`config.mk`:
```
export PLATFORM = sky130hd
export DESIGN_NAME = pc_gen
export DESIGN_NICKNAME = d
export VERILOG_FILES = /design/src/rtl/pcgen_pkg.sv /design/src/rtl/pcgen_ras.sv /design/src/rtl/pc_gen.sv
export SDC_FILE = /design/constraint.sdc
export NUM_CORES = 1
export LEC_CHECK = 0
export BUFFER_PORTS_ARGS = -buffer_cell sky130_fd_sc_hd__buf_2
export CAP_MARGIN = 25
export CORE_ASPECT_RATIO = 0.8
export CORE_MARGIN = 3
export CORE_UTILIZATION = 40
export CTS_CLUSTER_DIAMETER = 200
export CTS_CLUSTER_SIZE = 28
export DETAILED_ROUTE_END_ITERATION = 7
export PLACE_DENSITY_LB_ADDON = 0.05
export SYNTH_ARGS = -nofsm -noshare
export SYNTH_HDL_FRONTEND = slang
export SYNTH_HIERARCHICAL = 1
export SYNTH_SLANG_ARGS = --single-unit
```
`constraint.sdc`:
```
create_clock -name clk -period 2.81 [get_ports clk]
set_input_delay 0 -clock clk [delete_from_list [all_inputs] [get_ports clk]]
set_output_delay 0 -clock clk [all_outputs]
set_load 0.005 [all_outputs]
```
`src/rtl/pcgen_pkg.sv`:
```
// pcgen_pkg: next-PC select encodings, FSM state type and alignment masks shared by pc_gen
package pcgen_pkg;
  localparam logic [1:0] PCSEL_FT4 = 2'b00;
  localparam logic [1:0] PCSEL_FT2 = 2'b10;
  localparam logic [1:0] PCSEL_TA  = 2'b01;
  localparam logic [1:0] PCSEL_IMM = 2'b11;
  typedef enum logic [1:0] {BOOT, RUN, TBUB} pcgen_state_e;
  localparam logic [63:0] ALIGN2_MASK = ~64'h1;
  localparam logic [63:0] ALIGN4_MASK = ~64'h3;
endpackage

```
`src/rtl/pcgen_ras.sv`:
```
// pcgen_ras: circular return-address stack; a full push overwrites the oldest entry
module pcgen_ras #(
  parameter int unsigned XLEN  = 32,
  parameter int unsigned DEPTH = 4
) (
  input  logic            clk,
  input  logic            rst,
  input  logic            push_i,
  input  logic            pop_i,
  input  logic [XLEN-1:0] data_i,
  output logic [XLEN-1:0] top_o,
  output logic            empty_o
);
  localparam int unsigned PW = $clog2(DEPTH);
  localparam int unsigned CW = PW + 1;
  logic [XLEN-1:0] mem_q [DEPTH];
  logic [PW-1:0]   ptr_q, ptr_d, top_idx;
  logic [CW-1:0]   cnt_q, cnt_d;
  assign top_idx = ptr_q - PW'(1);
  assign top_o   = mem_q[top_idx];
  assign empty_o = cnt_q == '0;
  // pointer tracks the next free slot; push+pop replaces the top in place
  always_comb begin
    ptr_d = push_i && !pop_i ? ptr_q + PW'(1) : pop_i && !push_i ? top_idx : ptr_q;
    cnt_d = push_i && !pop_i ? (cnt_q == CW'(DEPTH) ? cnt_q : cnt_q + CW'(1)) :
            pop_i && !push_i ? cnt_q - CW'(1) : cnt_q;
  end
  // pointer and occupancy registers
  always_ff @(posedge clk) begin
    if (rst) begin
      ptr_q <= '0;
      cnt_q <= '0;
    end else begin
      ptr_q <= ptr_d;
      cnt_q <= cnt_d;
    end
  end
  // entry storage, written at the free slot or over the popped top
  always_ff @(posedge clk) begin
    if (push_i) mem_q[pop_i ? top_idx : ptr_q] <= data_i;
  end
endmodule

```
`src/rtl/pc_gen.sv`:
```
// pc_gen: fetch-stage PC unit with boot/trap-bubble FSM, EPC capture and MRET; RAS under `PCGEN_RAS_EN
module pc_gen
  import pcgen_pkg::*;
#(
  parameter int unsigned     XLEN      = 32,
  parameter logic [XLEN-1:0] RESET_VEC = '0
`ifdef PCGEN_RAS_EN
  , parameter int unsigned   RAS_DEPTH = 4
`endif
) (
  input  logic            clk,
  input  logic            rst,
  input  logic [XLEN-1:0] ta,
  input  logic [XLEN-1:0] imm,
  input  logic [1:0]      sel,
  output logic            fetch_valid,
  input  logic            fetch_ready,
  input  logic            trap,
  input  logic [XLEN-1:0] trap_vec,
  input  logic            mret,
  output logic [XLEN-1:0] pc,
  output logic [XLEN-1:0] ft_pc,
  output logic [XLEN-1:0] i_pc,
  output logic [XLEN-1:0] epc
`ifdef PCGEN_RAS_EN
  , input  logic          ras_push
  , input  logic          ras_pop
  , output logic          ras_empty
`endif
);
  pcgen_state_e    state_q, state_d;
  logic [XLEN-1:0] pc_q, pc_d, epc_q, epc_d, jmp;
  logic            step;
  assign fetch_valid = state_q == RUN;
  assign step        = fetch_valid && fetch_ready;
  assign pc          = pc_q;
  assign epc         = epc_q;
  assign ft_pc       = pc_q + (sel[1] ? XLEN'(2) : XLEN'(4));
  assign i_pc        = pc_q + imm;
`ifdef PCGEN_RAS_EN
  logic            adv, ras_hit;
  logic [XLEN-1:0] ras_top;
  assign adv     = step && !trap && !mret;
  assign ras_hit = adv && ras_pop && sel == PCSEL_TA && !ras_empty;
  assign jmp     = ras_hit ? ras_top : ta & XLEN'(ALIGN2_MASK);
  pcgen_ras #(.XLEN(XLEN), .DEPTH(RAS_DEPTH)) u_ras (
    .clk     (clk),
    .rst     (rst),
    .push_i  (adv && ras_push),
    .pop_i   (ras_hit),
    .data_i  (ft_pc),
    .top_o   (ras_top),
    .empty_o (ras_empty)
  );
`else
  assign jmp = ta & XLEN'(ALIGN2_MASK);
`endif
  // trap beats mret beats a fetch step; every non-trap cycle lands in RUN
  always_comb begin
    state_d = RUN;
    epc_d   = epc_q;
    pc_d    = pc_q;
    if (trap) begin
      state_d = TBUB;
      epc_d   = pc_q;
      pc_d    = trap_vec & XLEN'(ALIGN4_MASK);
    end else if (mret) begin
      pc_d = epc_q;
    end else if (step) begin
      pc_d = sel == PCSEL_TA ? jmp : sel == PCSEL_IMM ? i_pc : ft_pc;
    end
  end
  // state, PC and EPC registers
  always_ff @(posedge clk) begin
    if (rst) begin
      state_q <= BOOT;
      pc_q    <= RESET_VEC;
      epc_q   <= '0;
    end else begin
      state_q <= state_d;
      pc_q    <= pc_d;
      epc_q   <= epc_d;
    end
  end
endmodule

```
---- Word level (Yosys, flattened, before mapping) ----
Cells that the tools add are included.
storage, ports and cells
  register bits ........................... 66
  bits in latches ......................... 0
  RAM bits ................................ 0
  bits in read-only memories .............. 0
  output and inout port bits .............. 129
  memories kept ........................... 0
cells by class
  add/sub/neg operators ................... 2
  $mul .................................... 0
  divide/modulo/power cells ............... 0
  order comparisons ....................... 0
  eq/ne operators ......................... 3
  shifts and indexed selects .............. 0
  mux-type cells .......................... 7
  bitwise gates (word level) .............. 0
  reduce and logical (&&, ||, !) cells .... 4
operator list
  kind                number
  $mux 32             5
  $add 32x3->32       1
  $add 32x32->32      1
  $eq 2x1->1 const B  2
  $mux 3              1
  $reduce_bool 3->1   1
  $eq 2x2->1 const B  1
  $mux 2              1
  $reduce_bool 2->1   1
  $reduce_or 2->1     1
  $logic_and 1x1->1   1

---- Longest topological paths before layout ----
Gate-level depths: netlist of run 1.
  word-level depth ........................ 7
  gate-level depth with buffers ........... 12
  depth with buffers taken out ............ 12

---- Least setup slack after synthesis of run 1 ----
Ideal clock, no wire load.
  path kind ............................... register to register
  start ................................... register pc_q[1], in the netlist pc[1]
  end ..................................... register pc_q[31], in the netlist pc[31]
  arrival ................................. 2790 ps
  required time ........................... 2715 ps
  slack ................................... -75 ps
  cell stages (with the launch flop) ...... 13
  path buffers ............................ 0
  path through ............................ dfxtp_1 > ha_1 > inv_1 > fa_1 > and4b_1 > nand3_2 > nor4_4 > nand4_1 > xnor2_1 > nand2_1 > a21o_1 > a221o_1 > o311ai_1
on the way
  cells in the longest elaborated chain, start to end .. 6
RTL lines
  item                      RTL line      text
  start: declaration        pc_gen.sv:32  logic [XLEN-1:0] pc_q, pc_d, epc_q, epc_d, jmp;
  start signal: assignment  pc_gen.sv:81  pc_q <= pc_d;
  $add 32x3->32             pc_gen.sv:38  assign ft_pc = pc_q + (sel[1] ? XLEN'(2) : XLEN'(4));
  via ft_pc[31]             pc_gen.sv:22  output logic [XLEN-1:0] ft_pc,
  $mux 32 (2 in a row)      pc_gen.sv:70  pc_d = sel == PCSEL_TA ? jmp : sel == PCSEL_IMM ? i_pc : ft_pc;
  $mux 32                   pc_gen.sv:69  end else if (step) begin
  $mux 32                   pc_gen.sv:67  end else if (mret) begin
  $mux 32                   pc_gen.sv:63  if (trap) begin
The timed path passes the listed nets, and every way through them passes these cells. The select of a mux whose other input is x is not followed.
A chain may end at the register's enable or synchronous reset.

---- Worst setup path in the final report of run 1 ----
  start ................................... register pc_q[0], in the netlist pc[0]
  end ..................................... output i_pc[30]
on the way
  cells in the longest elaborated chain, start to end .. 1
RTL lines
  item              RTL line      text
  $add 32x32->32    pc_gen.sv:39  assign i_pc = pc_q + imm;
  end: declaration  pc_gen.sv:23  output logic [XLEN-1:0] i_pc,
Every way passes these cells.

==> results of run 1 <==
-- worst max-delay path: cells and delay by family (launching register included) --
| kind | cells | cell delay [ns] |
|---|---|---|
| AOI/OAI and AO/OA | 6 | 1.14 |
| buffers and inverters | 1 | 0.13 |
| xor gates and xnor gates | 1 | 0.14 |
| DFF | 1 | 0.33 |
| and+or+nand+nor | 2 | 0.22 |
| adders and majority gates | 2 | 0.55 |
-- sequential cells by signal, summed over array words and instances (netlist names) --
name,count
pc,32
state_q,2
epc,32
-- layout make-up --
class	count	area (µm²)
diodes	1	2.502
clock buffers	11	252.7
clock inverters	5	61.31
fillers	1290	5005
inverters	20	77.57
multi-input cells	615	4677
flip-flops and latches	66	1333
well taps	180	225.2
repair buffers	362	2250
-- cells by family after synthesis --
group                      Yosys count  share of synthesized area [%]
buffers and inverters               66                          5.729
adders and majority gates           35                          7.797
DFF                                 66                          22.74
muxes                               45                          7.754
and+or+nand+nor                    261                          21.93
AOI/OAI and AO/OA                  218                          25.48
xor gates and xnor gates            56                          8.572
-- per-stage QoR --
| stage | power (mW) | utilization (%) | setup TNS [ns] | cells | hold WS [ns] |
|---|---|---|---|---|---|
| after floorplan | 1.791 | - | 0 | 747 | 0.1086 |
| after detailed placement | 2.403 | 53.98 | -2.028 | 1185 | 0.2026 |
| after global routing | 4.057 | 63.95 | -1.295 | 1260 | 0.02358 |
| final | 3.886 | 63.95 | -0.1454 | 1260 | 0.006467 |
| after global placement | 2.395 | 53.98 | -0.5465 | 1185 | 0.2103 |
| after CTS | 3.744 | 60.83 | -0.05896 | 1248 | 0.0008529 |
-- synthesized netlist by cell type (all sizes together) (7+ instances only) --
master | count | area share (%)
a221o | 8 | 1.4
o21ai | 41 | 3.5
nand4 | 10 | 1.3
xor2 | 23 | 3.6
xnor2 | 33 | 5.0
buf | 15 | 1.4
and3 | 10 | 1.1
clkbuf | 30 | 2.8
nor2b | 7 | 0.75
ha | 33 | 7.1
dfxtp | 66 | 23
a211oi | 20 | 2.8
a21o | 18 | 2.3
mux2i | 45 | 7.8
o221ai | 10 | 1.5
nand2 | 73 | 4.8
o21a | 7 | 0.90
nor2 | 84 | 5.6
a21oi | 59 | 5.1
nor3 | 23 | 2.0
nand3 | 25 | 2.2
inv | 20 | 1.3
o22ai | 8 | 0.86
-- how the worst max path moves through the flow --
stage          endpoint  startpoint  cells past startpoint
3_3_place_gp     pc[30]       pc[0]                     11
3_5_place_dp     pc[28]       pc[0]                     11
4_1_cts        i_pc[30]       pc[0]                     12
6_report       i_pc[30]       pc[0]                     12
5_1_grt        i_pc[28]       pc[0]                     12
2_1_floorplan    pc[31]       pc[1]                     12
-- layer usage --
layer	vias up	track usage, %	wire, µm
met5	-	0	7
met4	2	8.263	409
met3	42	6.873	2532
met2	400	48.60	11750
met1	3462	45.33	11940
li1	3394	-	-
-- power breakdown --
part | internal [mW] | switching, mW
Combinational | 0.747 | 0.859
Sequential | 0.993 | 0.0583
Clock | 0.739 | 0.490
Total | 2.48 | 1.41
-- timing repair --
| item | CTS | global route |
|---|---|---|
| pin swaps | 29 | 27 |
| hold buffers | 24 | 0 |
| hold endpoints to repair | 24 | 0 |
| gates resized for setup | 46 | 64 |
| endpoints found under the setup margin | 31 | 32 |
| buffers inserted | 23 | 19 |
==> reports/metrics.csv, run 1 <==
metric,value,unit
DP HPWL,19750,µm
worst reg2reg path startpoint,pc[1],
worst path arrival time,2.86,ns
DP Area,7495,µm²
Post-synth ARST share,0,%
final critical-path required period,2.864,ns
min-delay src,trap_vec[26],
CP Class,reg -> out,
Final Hold Fails,0,
clock tree buffer depth,2,
crit-path cells,ha_4 -> fa_2 -> a21oi_4 -> o21ai_4 -> a211oi_2 -> o21bai_2 -> a31o_4 -> a41oi_4 -> or3b_4 -> nand2_2 -> xor2_1 -> buf_2,
Post-Synthesis Cells,747,
Port Buffers,228,
Max Freq,0.3492,GHz
R2R Path End,pc[31],
IO Count,232,
grt total ovfl,0,
status,finished with violations,
max-cap violation count,0,
Initial DRT Pass Iterations,5,
RSZ-0062 raised after global routing,yes,
"Setup violations, final",4,
detailed-route via count,7300,
Max Slew Vio Count,0,
Hold EP,pc[26],
Worst Max-Slew Pin Slew,0.7481,ns
#FFs+latches synth,66,
failing checks,negative setup slack,
"EDFF count, synth",0,
die area,16010,µm²
final worst setup slack,-0.05409,ns
first-pass GRT wire length,39800,µm
worst-path fanout max,3,
Die H,113.8,µm
area of the core,13880,µm²
worst path required time,2.81,ns
Slowest cell on crit path,fa_2,
initial antenna violation count,2,
mapped cell area,5809,µm²
GRT Total Usage,31.71,%
RePlAce Congestion,0.9729,
total leakage power,4.296,nW
post-synthesis cell type count,79,
Power Dens Cells,437.7,nW/µm²
Max rail drop VDD,0.3433,mV
Worst Skew,0.008499,ns
CTS Sinks,66,
pre-CTS WS,-0.2572,ns
final period utilization,101.9,%
worst hold stages,4,
clk_lat worst skew,0.35,ns
worst reg2reg path depth,13,
syn_nets,885,
"commonest non-fill, non-tap cell in the layout",buf_2,
vias in the first global route,7242,
most frequent cells in the layout,"buf_2, buf_4, nor2_1, nand2_1, dfxtp_1",
min-delay worst type,in -> reg,
ys flop type,dfxtp_1,
Initial Util,41.84,%
cts bufs inserted,9,
relative slew slack,49.60,%
final wirelength,26640,µm
reg2reg setup slack,0.01,ns
DR vias/cell,5.794,
Yosys warnings,6,
initial DRC count,596,
wire per inst,21.15,µm
layout cells sized above 1,41.52,%
delay of the slowest cell on the worst path,0.39,ns
post-route design area,8879,µm²
clk slew on worst S/H paths,0.06,ns
H-tree depth,3,
Avg Synthesized Cell Area,7.777,µm²
register area share after synthesis,22.74,%
area delta synth->final,52.83,%
largest net degree at the start of global routing,33,
Critical Path Start Type,flop,
Root Buffer,clkbuf_16,
CTS tree,built,
Die Wd,140.7,µm
DRC,0,
Layout Nets,1212,
Setup crit end kind,output pin,
cell row count,38,
post-route ant nets,0,
Note: power is estimated with default switching activity, not from simulation.
==> run 2: changes to the inputs <==
--- a/config.mk
+++ b/config.mk
@@ -5,6 +5,7 @@
 export SDC_FILE = /design/constraint.sdc
 export NUM_CORES = 1
 export LEC_CHECK = 0
+export ABC_AREA = 1
 export BUFFER_PORTS_ARGS = -buffer_cell sky130_fd_sc_hd__buf_2
 export CAP_MARGIN = 25
 export CORE_ASPECT_RATIO = 0.8
==> reports/metrics.csv, run 2 <==
metric,value,unit,change
area of the core,15210,µm²,was 13880 µm²
post-synthesis cell type count,45,,was 79
Root Buffer,clkbuf_16,,unchanged
Pwr Total,3.736,mW,was 3.886 mW
final wirelength,28130,µm,was 26640 µm
delay of the slowest cell on the worst path,0.36,ns,was 0.39 ns
detailed-route via count,7940,,was 7300
crit-path cells,ha_1 -> fa_2 -> nand3_1 -> nand2_2 -> nand2_1 -> nand2_1 -> nand2_1 -> nand2_2 -> nand3_1 -> nand2_1 -> or2_2 -> and2_1 -> buf_2,,was ha_4 -> fa_2 -> a21oi_4 -> o21ai_4 -> a211oi_2 -> o21bai_2 -> a31o_4 -> a41oi_4 -> or3b_4 -> nand2_2 -> xor2_1 -> buf_2
min-delay worst type,in -> reg,,unchanged
CTS Sinks,66,,unchanged
Max Slew Vio Count,0,,unchanged
Max rail drop VDD,0.2900,mV,was 0.3433 mV
worst hold stages,3,,was 4
Setup crit end kind,output pin,,unchanged
final worst setup slack,0.1758,ns,was -0.05409 ns
Post-Synthesis Cells,1072,,was 747
DR vias/cell,5.146,,was 5.794
vias in the first global route,7352,,was 7242
relative slew slack,32.38,%,was 49.60%
final period utilization,93.74,%,was 101.9%
Die Wd,146.4,µm,was 140.7 µm
Crit path depth,13,,was 12
"Setup violations, final",0,,was 4
post-synth top area share,21.47,%,was 22.74%
mapped cell area,6311,µm²,was 5809 µm²
RSZ-0062 raised after global routing,no,,was yes
cell row count,40,,was 38
Initial DRT Pass Iterations,5,,unchanged
#FFs+latches synth,66,,unchanged
post-route design area,8352,µm²,was 8879 µm²
DP HPWL,22180,µm,was 19750 µm
final critical-path required period,2.634,ns,was 2.864 ns
CP dominant cell by count,nand2_1,,
RePlAce Congestion,0.9271,,was 0.9729
GRT Total Usage,31.42,%,was 31.71%
pre-CTS WS,0.2722,ns,was -0.2572 ns
Die H,118.4,µm,was 113.8 µm
Initial Util,41.48,%,was 41.84%
DRC,0,,unchanged
Yosys warnings,6,,unchanged
Critical Path Start Type,flop,,unchanged
Avg Synthesized Cell Area,5.887,µm²,was 7.777 µm²
CP top delay family,simple AND/OR/NAND/NOR gates,,was compound AO/OA/AOI/OAI gates
final hold slack,0.01034,ns,was 0.006467 ns
wire per inst,18.23,µm,was 21.15 µm
Port Buffers,228,,unchanged
Post-synth top cells,"nand2_1, inv_1, a21oi_1",,"was nor2_1, nand2_1, dfxtp_1"
syn_nets,1210,,was 885
area delta synth->final,32.34,%,was 52.83%
total leakage power,4.451,nW,was 4.296 nW
Max Freq,0.3796,GHz,was 0.3492 GHz
CP Class,reg -> out,,unchanged
top cell type by total area after synthesis,nand2_1,,was dfxtp_1
initial DRC count,564,,was 596
Post-synth ARST share,0,%,unchanged
post-route ant nets,0,,unchanged
Layout Cells excl Fill,1543,,was 1260
worst path arrival time,2.63,ns,was 2.86 ns
Worst Skew,0.006582,ns,was 0.008499 ns
"commonest non-fill, non-tap cell in the layout",nand2_1,,was buf_2
layout cells sized above 1,23.18,%,was 41.52%
"EDFF count, synth",0,,unchanged
ant diodes,0,,was 1
first-pass GRT wire length,42590,µm,was 39800 µm
worst path required time,2.81,ns,about the same
Worst Path Buf+Inv,1,,unchanged
max-cap violation count,0,,unchanged
worst reg2reg path depth,15,,was 13
post-route core utilization,54.89,%,was 63.95%
ys flop type,dfxtp_1,,unchanged
die area,17330,µm²,was 16010 µm²
most frequent cells in the layout,"nand2_1, buf_2, inv_1, a21oi_1, nor2_1",,"was buf_2, buf_4, nor2_1, nand2_1, dfxtp_1"
Area contributors post-synth,"nand2_1, dfxtp_1, inv_1",,"was dfxtp_1, mux2i_1, ha_1"
Post CTS Setup Buffer Count,0,,was 23
Placed Instances,1509,,was 1185
DP Area,7845,µm²,was 7495 µm²
initial antenna violation count,0,,was 2
clk_lat worst skew,0.34,ns,was 0.35 ns
Power Dens Cells,447.4,nW/µm²,was 437.7 nW/µm²
Final Hold Fails,0,,unchanged
setup_tns,0,ns,was -0.1454 ns
grt total ovfl,0,,unchanged
Layout Nets,1466,,was 1212
clock tree buffer depth,2,,unchanged
IO Count,232,,unchanged
Worst Max-Slew Pin Slew,1.013,ns,was 0.7481 ns
status,completed,,was finished with violations
H-tree depth,3,,unchanged
clk slew on worst S/H paths,0.06,ns,about the same
worst-path fanout max,6,,was 3
largest net degree at the start of global routing,39,,was 33
register area share after synthesis,20.94,%,was 22.74%
most common cell in the netlist,nand2_1,,was nor2_1
CTS tree,built,,unchanged
cts bufs inserted,9,,unchanged
Slowest cell on crit path,fa_2,,unchanged
run 2: cell count changes after synthesis, moves of 9 or more:
| cell | change |
|---|---|
| a21oi_1 | +46 |
| a211oi_1 | -17 |
| o22ai_1 | +9 |
| nand3_1 | +21 |
| mux2i_1 | -45 |
| inv_1 | +127 |
| a21o_1 | -15 |
| xor2_1 | +18 |
| xnor2_1 | -26 |
| nor3_1 | -13 |
| nand2_1 | +289 |
run 2: cell families after synthesis:
logic type                 after synthesis  synth area share (%)
adders and majority gates               35                 7.177
buffers and inverters                  191                 11.62
xor gates and xnor gates                49                 7.038
and+or+nand+nor                        535                 35.69
AOI/OAI and AO/OA                      196                 17.55
DFF                                     66                 20.94
run 2: final timing paths:
path | startpoint | slack (ns) | end
worst max register to register | pc[0] | 0.32 | pc[26]
worst min register to register | epc[0] | 0.47 | epc[0]
worst max-delay path | pc[0] | 0.18 | i_pc[22]
worst min-delay path | trap_vec[3] | 0.01 | pc[3]
run 2: what timing repair did:
action | in CTS | in global routing
gates resized for setup | 0 | 4
hold buffers | 18 | 0
hold endpoints to repair | 18 | 0
endpoints found under the setup margin | 0 | 3
run 2: area by class of cell:
class / count / area (µm²)
timing repair buffer: 282 / 1604
fill: 1692 / 6863
inverter: 154 / 578.1
multi-input combinational: 815 / 4267
clock buffer: 15 / 287.8
sequential: 66 / 1323
clock inverter: 1 / 30.03
tap: 210 / 262.8
run 2: power breakdown:
part / leakage [nW] / switching [mW] / internal, mW
Combinational: 3.75 / 0.904 / 0.559
Sequential: 0.543 / 0.0575 / 0.998
Clock: 0.156 / 0.432 / 0.785
Total: 4.45 / 1.39 / 2.34
run 2: layer usage:
layer  vias to the layer above  share of wire [%]  GRT usage (%)  wire (µm)
met3                        28                9.0          5.059       2534
met1                      3578                 46          45.34      12840
met5                         -                  0              0          0
li1                       3944                  -              -          -
met4                         0                1.5          6.580        414
met2                       390                 44          49.44      12340
run 2: worst min-delay path, delay by kind of cell:
kind | cells | cell delay, ns
compound gates | 2 | 0.24
buf+inv | 1 | 0.08
